File: src/rtl/bus_target_pkg.sv
// bus_target shared definitions: FSM encodings and bus defaults.
// Imported by the register bank and the bus-side responder.
package bus_target_pkg;

  localparam int unsigned DEFAULT_DATA_WIDTH = 16;
  localparam int unsigned CNT_W = 4;

  typedef enum logic [1:0] {
    S_IDLE   = 2'd0,
    S_WAIT   = 2'd1,
    S_ACCESS = 2'd2,
    S_HOLD   = 2'd3
  } state_e;

endpackage

File: src/rtl/bus_target_regs.sv
// Generic register bank: one write port, combinational read mux,
// flattened parallel export of every register.
module bus_target_regs
  import bus_target_pkg::*;
#(
  parameter int unsigned NUM_REGS   = 8,
  parameter int unsigned DATA_WIDTH = DEFAULT_DATA_WIDTH,
  parameter int unsigned IDX_W      = 3
) (
  input  logic                           clk,
  input  logic                           reset,
  input  logic                           we,
  input  logic [IDX_W-1:0]               idx,
  input  logic [DATA_WIDTH-1:0]          wdata,
  output logic [DATA_WIDTH-1:0]          rdata,
  output logic [NUM_REGS*DATA_WIDTH-1:0] regs_out
);

  localparam logic [IDX_W:0] N_L = (IDX_W + 1)'(NUM_REGS);

  logic [DATA_WIDTH-1:0] regs_q [NUM_REGS];
  logic [DATA_WIDTH-1:0] regs_d [NUM_REGS];
  logic                  hit;

  // Guards non-power-of-two banks against stray indices.
  assign hit = {1'b0, idx} < N_L;

  always_comb begin
    regs_d = regs_q;
    if (we && hit) begin
      regs_d[idx] = wdata;
    end
  end

  always_ff @(posedge clk) begin
    if (reset) begin
      for (int i = 0; i < int'(NUM_REGS); i++) begin
        regs_q[i] <= '0;
      end
    end else begin
      regs_q <= regs_d;
    end
  end

  assign rdata = hit ? regs_q[idx] : '0;

  for (genvar g = 0; g < int'(NUM_REGS); g++) begin : g_flat
    assign regs_out[g*DATA_WIDTH +: DATA_WIDTH] = regs_q[g];
  end

endmodule

File: src/rtl/bus_target.sv
// Host-bus device responder: captures an access, inserts wait states,
// commits the write or returns read data with a one-cycle ready pulse.
module bus_target
  import bus_target_pkg::*;
#(
  parameter int unsigned DEVICE_ADDR_WIDTH = 14,
  parameter int unsigned DATA_WIDTH        = DEFAULT_DATA_WIDTH,
  parameter int unsigned NUM_REGS          = 8,
  parameter int unsigned WAIT_CYCLES       = 2
) (
  input  logic                           clk,
  input  logic                           reset,
  input  logic                           cs_n,
  input  logic                           we_n,
  input  logic                           oe_n,
  input  logic [DEVICE_ADDR_WIDTH-1:0]   address,
  input  logic [DATA_WIDTH-1:0]          data_in,
  output logic [DATA_WIDTH-1:0]          data_out,
  output logic                           data_oe,
  output logic                           ready,
  output logic                           err,
  output logic [NUM_REGS*DATA_WIDTH-1:0] regs_out
);

  localparam int unsigned AW    = DEVICE_ADDR_WIDTH;
  localparam int unsigned IDX_W = (NUM_REGS > 1) ? $clog2(NUM_REGS) : 1;
  localparam logic [AW:0] N_L   = (AW + 1)'(NUM_REGS);
  localparam logic [CNT_W-1:0] CNT_INIT =
    (WAIT_CYCLES == 0) ? '0 : CNT_W'(WAIT_CYCLES - 1);

  state_e                state_q, state_d;
  logic [CNT_W-1:0]      cnt_q, cnt_d;
  logic [AW-1:0]         addr_q, addr_d;
  logic [DATA_WIDTH-1:0] wdata_q, wdata_d;
  logic                  wr_q, wr_d;
  logic [DATA_WIDTH-1:0] dout_q, dout_d;
  logic                  oe_q, oe_d;
  logic                  ready_q, ready_d;
  logic                  err_q, err_d;

  logic                  start;
  logic                  go;
  logic                  unmapped;
  logic [AW-1:0]         acc_addr;
  logic [DATA_WIDTH-1:0] acc_wdata;
  logic                  acc_wr;
  logic                  reg_we;
  logic [DATA_WIDTH-1:0] reg_rdata;

  assign start = !cs_n && (!we_n || !oe_n);

  // Zero wait states commit straight from the bus on the capture edge.
  assign acc_addr  = (state_q == S_IDLE) ? address : addr_q;
  assign acc_wdata = (state_q == S_IDLE) ? data_in : wdata_q;
  assign acc_wr    = (state_q == S_IDLE) ? !we_n   : wr_q;
  assign unmapped  = {1'b0, acc_addr} >= N_L;

  always_comb begin
    state_d = state_q;
    cnt_d   = cnt_q;
    addr_d  = addr_q;
    wdata_d = wdata_q;
    wr_d    = wr_q;
    dout_d  = dout_q;
    oe_d    = oe_q;
    ready_d = 1'b0;
    err_d   = 1'b0;
    go      = 1'b0;

    unique case (state_q)
      S_IDLE: begin
        if (start) begin
          addr_d  = address;
          wdata_d = data_in;
          wr_d    = !we_n;
          if (WAIT_CYCLES == 0) begin
            go = 1'b1;
          end else begin
            state_d = S_WAIT;
            cnt_d   = CNT_INIT;
          end
        end
      end
      S_WAIT: begin
        if (cs_n) begin
          state_d = S_IDLE;
        end else if (cnt_q == '0) begin
          go = 1'b1;
        end else begin
          cnt_d = cnt_q - 1'b1;
        end
      end
      S_ACCESS: begin
        state_d = S_HOLD;
      end
      S_HOLD: begin
        if (cs_n) begin
          state_d = S_IDLE;
        end
      end
      default: begin
        state_d = S_IDLE;
      end
    endcase

    if ((state_q == S_ACCESS || state_q == S_HOLD) && (cs_n || oe_n)) begin
      oe_d = 1'b0;
    end

    if (go) begin
      state_d = S_ACCESS;
      ready_d = 1'b1;
      err_d   = unmapped;
      if (!acc_wr) begin
        dout_d = unmapped ? '0 : reg_rdata;
        oe_d   = 1'b1;
      end
    end
  end

  assign reg_we = go && acc_wr && !unmapped;

  always_ff @(posedge clk) begin
    if (reset) begin
      state_q <= S_IDLE;
      cnt_q   <= '0;
      addr_q  <= '0;
      wdata_q <= '0;
      wr_q    <= 1'b0;
      dout_q  <= '0;
      oe_q    <= 1'b0;
      ready_q <= 1'b0;
      err_q   <= 1'b0;
    end else begin
      state_q <= state_d;
      cnt_q   <= cnt_d;
      addr_q  <= addr_d;
      wdata_q <= wdata_d;
      wr_q    <= wr_d;
      dout_q  <= dout_d;
      oe_q    <= oe_d;
      ready_q <= ready_d;
      err_q   <= err_d;
    end
  end

  bus_target_regs #(
    .NUM_REGS  (NUM_REGS),
    .DATA_WIDTH(DATA_WIDTH),
    .IDX_W     (IDX_W)
  ) u_regs (
    .clk     (clk),
    .reset   (reset),
    .we      (reg_we),
    .idx     (acc_addr[IDX_W-1:0]),
    .wdata   (acc_wdata),
    .rdata   (reg_rdata),
    .regs_out(regs_out)
  );

  assign data_out = dout_q;
  assign data_oe  = oe_q;
  assign ready    = ready_q;
  assign err      = err_q;

endmodule

File: config.mk
export PLATFORM = sky130hd
export DESIGN_NAME = bus_target
export DESIGN_NICKNAME = d
export VERILOG_FILES = /design/src/rtl/bus_target_pkg.sv /design/src/rtl/bus_target_regs.sv /design/src/rtl/bus_target.sv
export SDC_FILE = /design/constraint.sdc
export NUM_CORES = 1
export LEC_CHECK = 0
export BUFFER_PORTS_ARGS = -buffer_cell sky130_fd_sc_hd__buf_2
export CAP_MARGIN = 0
export CORE_MARGIN = 3
export CORE_UTILIZATION = 30
export CTS_CLUSTER_SIZE = 40
export DETAILED_ROUTE_END_ITERATION = 7
export PLACE_DENSITY_LB_ADDON = 0.1
export SETUP_SLACK_MARGIN = 0.2
export SLEW_MARGIN = 20
export SYNTH_ARGS = -nofsm -noshare
export SYNTH_HDL_FRONTEND = slang
export SYNTH_HIERARCHICAL = 1
export SYNTH_SLANG_ARGS = --single-unit
File: constraint.sdc
create_clock -name clk -period 2.8 [get_ports clk]
set_input_delay 0.28 -clock clk [delete_from_list [all_inputs] [get_ports clk]]
set_output_delay 0.28 -clock clk [all_outputs]
set_load 0.02 [all_outputs]
==> flow_metrics.py <==
metrics = {
    "cells_and_area": {
        "design_area_um2": 9878,
        "final_common_cell": "nand2_1",
        "final_cell_mix": "319 x nand2_1, 183 x dfxtp_1, 180 x buf_2, 160 x a21oi_1",
        "drive_gt1_share_pct": 30.13,
        "nNetsFinal": 1096,
        "diodes": 0,
        "synthToLayoutAreaGrowth_pct": 22.61,
    },
    "sta": {
        "grt_setup_unrepaired": "no",
        "fmax_ghz": 0.4097,
        "hold_viol_final": 0,
        "period_needed_ns": 2.441,
        "finalSetupViolations": 0,
        "finalCritPeriodShare_pct": 87.17,
        "relSlewSlack_pct": 30.84,
        "fin_worst_skew_ns": 0.01391,
        "worst-slew-pin-transition_ns": 1.037,
        "tns_ns": 0,
        "slew_viol_final": 0,
    },
    "clock_network": {
        "insertion_delay_ns": 0.44,
        "cts_tree": "yes",
        "cts_max_level": 4,
        "numCtsBuffers": 17,
        "clk_pin_slew_ns": 0.08,
        "cts_buffer_depth": 2,
        "numClockSinks": 184,
        "root_buffer": "clkbuf_16",
        "cts_hold_buffers": 0,
    },
    "synth": {
        "synth_ff_type": "dfxtp_1",
        "synth-seq-cells": 184,
        "yosysWarnings": 6,
        "syn_area_um2": 8056,
        "synth_cell_types": 50,
        "synth_nets": 945,
        "syn_avg_cell_area_um2": 8.873,
        "synth_edf_count": 0,
        "ys_seq_area_share_pct": 45.72,
        "async_flop_share_pct": 0,
        "syn_inst": 908,
    },
    "pwr": {
        "p_comb_share_pct": 11.9,
        "swShare_pct": 28.66,
        "internal_power_mw": 4.207,
        "p_per_area_nw_per_um2": 596.9,
        "power_mw": 5.897,
        "pwr-share-seq_pct": 45.6,
        "ir_drop_uv": 262.5,
        "p_clk_share_pct": 42.5,
        "p_switching_mw": 1.690,
        "p_leak_nw": 4.012,
    },
    "critical_path": {
        "critPathMaxFanout": 11,
        "critPathLaunchType": "flip-flop",
        "path_class": "flip-flop to flip-flop",
        "cp.arrival_ns": 2.73,
        "cp.required_ns": 3.09,
        "end_kind": "flip-flop",
    },
    "floorplan": {
        "rows": 59,
        "start_util_pct": 30.74,
        "fp.dieH_um": 169.9,
        "core_area_um2": 26210,
        "pin_count": 182,
        "fp.dieArea_um2": 28860,
        "die_w_um": 169.9,
    },
    "grt": {
        "grt_pass1_wl_um": 42060,
        "grt_antenna_before_repair": 2,
        "first_global_vias": 6561,
        "grt_usage_pct": 19.07,
        "grt_max_degree": 77,
        "overflow": 0,
    },
    "route": {
        "num_vias": 7054,
        "drtIter0Drc": 593,
        "drtAntennaViolNets": 0,
        "dr.pass1.iters": 5,
        "vias_per_cell": 5.014,
        "drc": 0,
        "wl_per_cell_um": 19.91,
        "drt-total-wl_um": 28010,
    },
    "status": {
        "outcome": "complete, no violations",
    },
    "flow_run": {
        "cap_violations": 0,
    },
    "placed_design": {
        "place_hpwl_um": 19250,
        "placed_area_um2": 9243,
        "gp_congestion": 0.8008,
        "portBuffers": 181,
    },
    "hold_path": {
        "hold_class": "primary input to flip-flop",
    },
}
[critical path, cell delays in order, from the launching register on]
cell	delay [ns]
dfxtp_1	0.33
inv_1	0.10
ha_1	0.20
nand4bb_4	0.16
or3_4	0.40
nor3_4	0.13
buf_4	0.18
or4b_1	0.46
buf_4	0.20
nand2_1	0.07
a21oi_1	0.06
[routing by layer]
metal / global-route usage (%) / wire length (um)
met4: 3.343 / 206
met5: 0 / 21
met1: 28.26 / 13420
met3: 4.413 / 1807
met2: 28.72 / 12550
[what timing repair did]
item	CTS	global route
gates resized for setup	0	3
endpoints found under the setup margin	0	81
setup buffers	0	1
[cell families (layout without fill, tap and decap cells)]
kind of cell	Yosys count	in the layout	share of synthesized area (%)
xor gates and xnor gates	2	2	0.2175
AOI/OAI and AO/OA	192	192	13.57
buffers and inverters	93	257	6.321
DFF	184	184	45.72
muxes	66	66	14.18
and+or+nand+nor	369	369	19.68
adders and majority gates	2	2	0.3106
[synthesized netlist by cell type, types with 2 or more instances]
| library cell | count | share of area (%) |
|---|---|---|
| nand2_1 | 319 | 15 |
| dfxtp_1 | 184 | 46 |
| a21oi_1 | 160 | 9.9 |
| mux2_2 | 34 | 4.8 |
| clkbuf_1 | 28 | 1.3 |
| buf_2 | 25 | 1.6 |
| buf_4 | 18 | 1.7 |
| mux4_1 | 17 | 5.5 |
| mux4_2 | 13 | 3.6 |
| a22o_2 | 11 | 1.4 |
| buf_6 | 7 | 0.98 |
| clkbuf_2 | 7 | 0.43 |
| nor2_1 | 7 | 0.33 |
| nor3_1 | 7 | 0.43 |
| inv_1 | 6 | 0.28 |
| a22o_1 | 5 | 0.54 |
| nand4_1 | 5 | 0.39 |
| nor4_1 | 4 | 0.31 |
| o21ai_0 | 4 | 0.25 |
| a221oi_1 | 3 | 0.33 |
| and4b_1 | 3 | 0.37 |
| nand4b_1 | 3 | 0.33 |
| nand4bb_1 | 3 | 0.42 |
| and2_1 | 2 | 0.16 |
| and4bb_2 | 2 | 0.31 |
| buf_1 | 2 | 0.093 |
| ha_1 | 2 | 0.31 |
| mux2i_1 | 2 | 0.25 |
| nor2b_1 | 2 | 0.16 |
| or2_2 | 2 | 0.16 |
| xor2_1 | 2 | 0.22 |
[path summary, 6_finish.rpt]
| check | from | to | slack, ns | depth (start not counted) |
|---|---|---|---|---|
| max | cnt_q[0]$_SDFFE_PP0P_ | u_regs/regs_out[6]$_SDFFE_PP0P_ | 0.36 | 10 |
| min | address[13] | addr_q[13]$_SDFFE_PP0P_ | 0.09 | 3 |
| max reg2reg | cnt_q[0]$_SDFFE_PP0P_ | u_regs/regs_out[6]$_SDFFE_PP0P_ | 0.36 | 10 |
| min reg2reg | wdata_q[3]$_SDFFE_PP0P_ | wdata_q[3]$_SDFFE_PP0P_ | 0.46 | 2 |
[flip-flops by register name, indices dropped and copies added, names as in the netlist]
register,flops
addr_q,14
u_regs/regs_out,128
data_out,16
wdata_q,16
wr_q,1
err,1
state_q,2
ready,1
data_oe,1
cnt_q,4
[cell type report]
class                   instances  area, um^2
repair buffers                219        1256
inverters                       6       22.52
fillers                      2679       16330
flip-flops and latches        184        3685
clock inverters                15       177.7
clock buffers                  17       425.4
well taps                     335       419.2
multi-input cells             631        3892
[power by group through the flow]
stage	combinational (mW)	sequential [mW]	clock (mW)
floorplan	0.525	2.74	0
global placement	0.705	2.75	0
detailed placement	0.703	2.75	0
CTS	0.707	2.69	2.56
global route	0.765	2.70	2.67
finish	0.702	2.69	2.51
[per-stage QoR]
stage	utilization [%]	std cells	hold WS, ns	worst slack, ns
finish	37.69	1407	0.09416	0.3593
global route	37.69	1407	0.08195	0.2234
CTS	37.57	1406	0.07190	0.2167
floorplan	-	908	0.3599	0.2306
detailed placement	35.27	1374	0.4441	0.1574
global placement	35.27	1374	0.4400	0.1634
No activity file was read; power rests on OpenSTA's default activity.
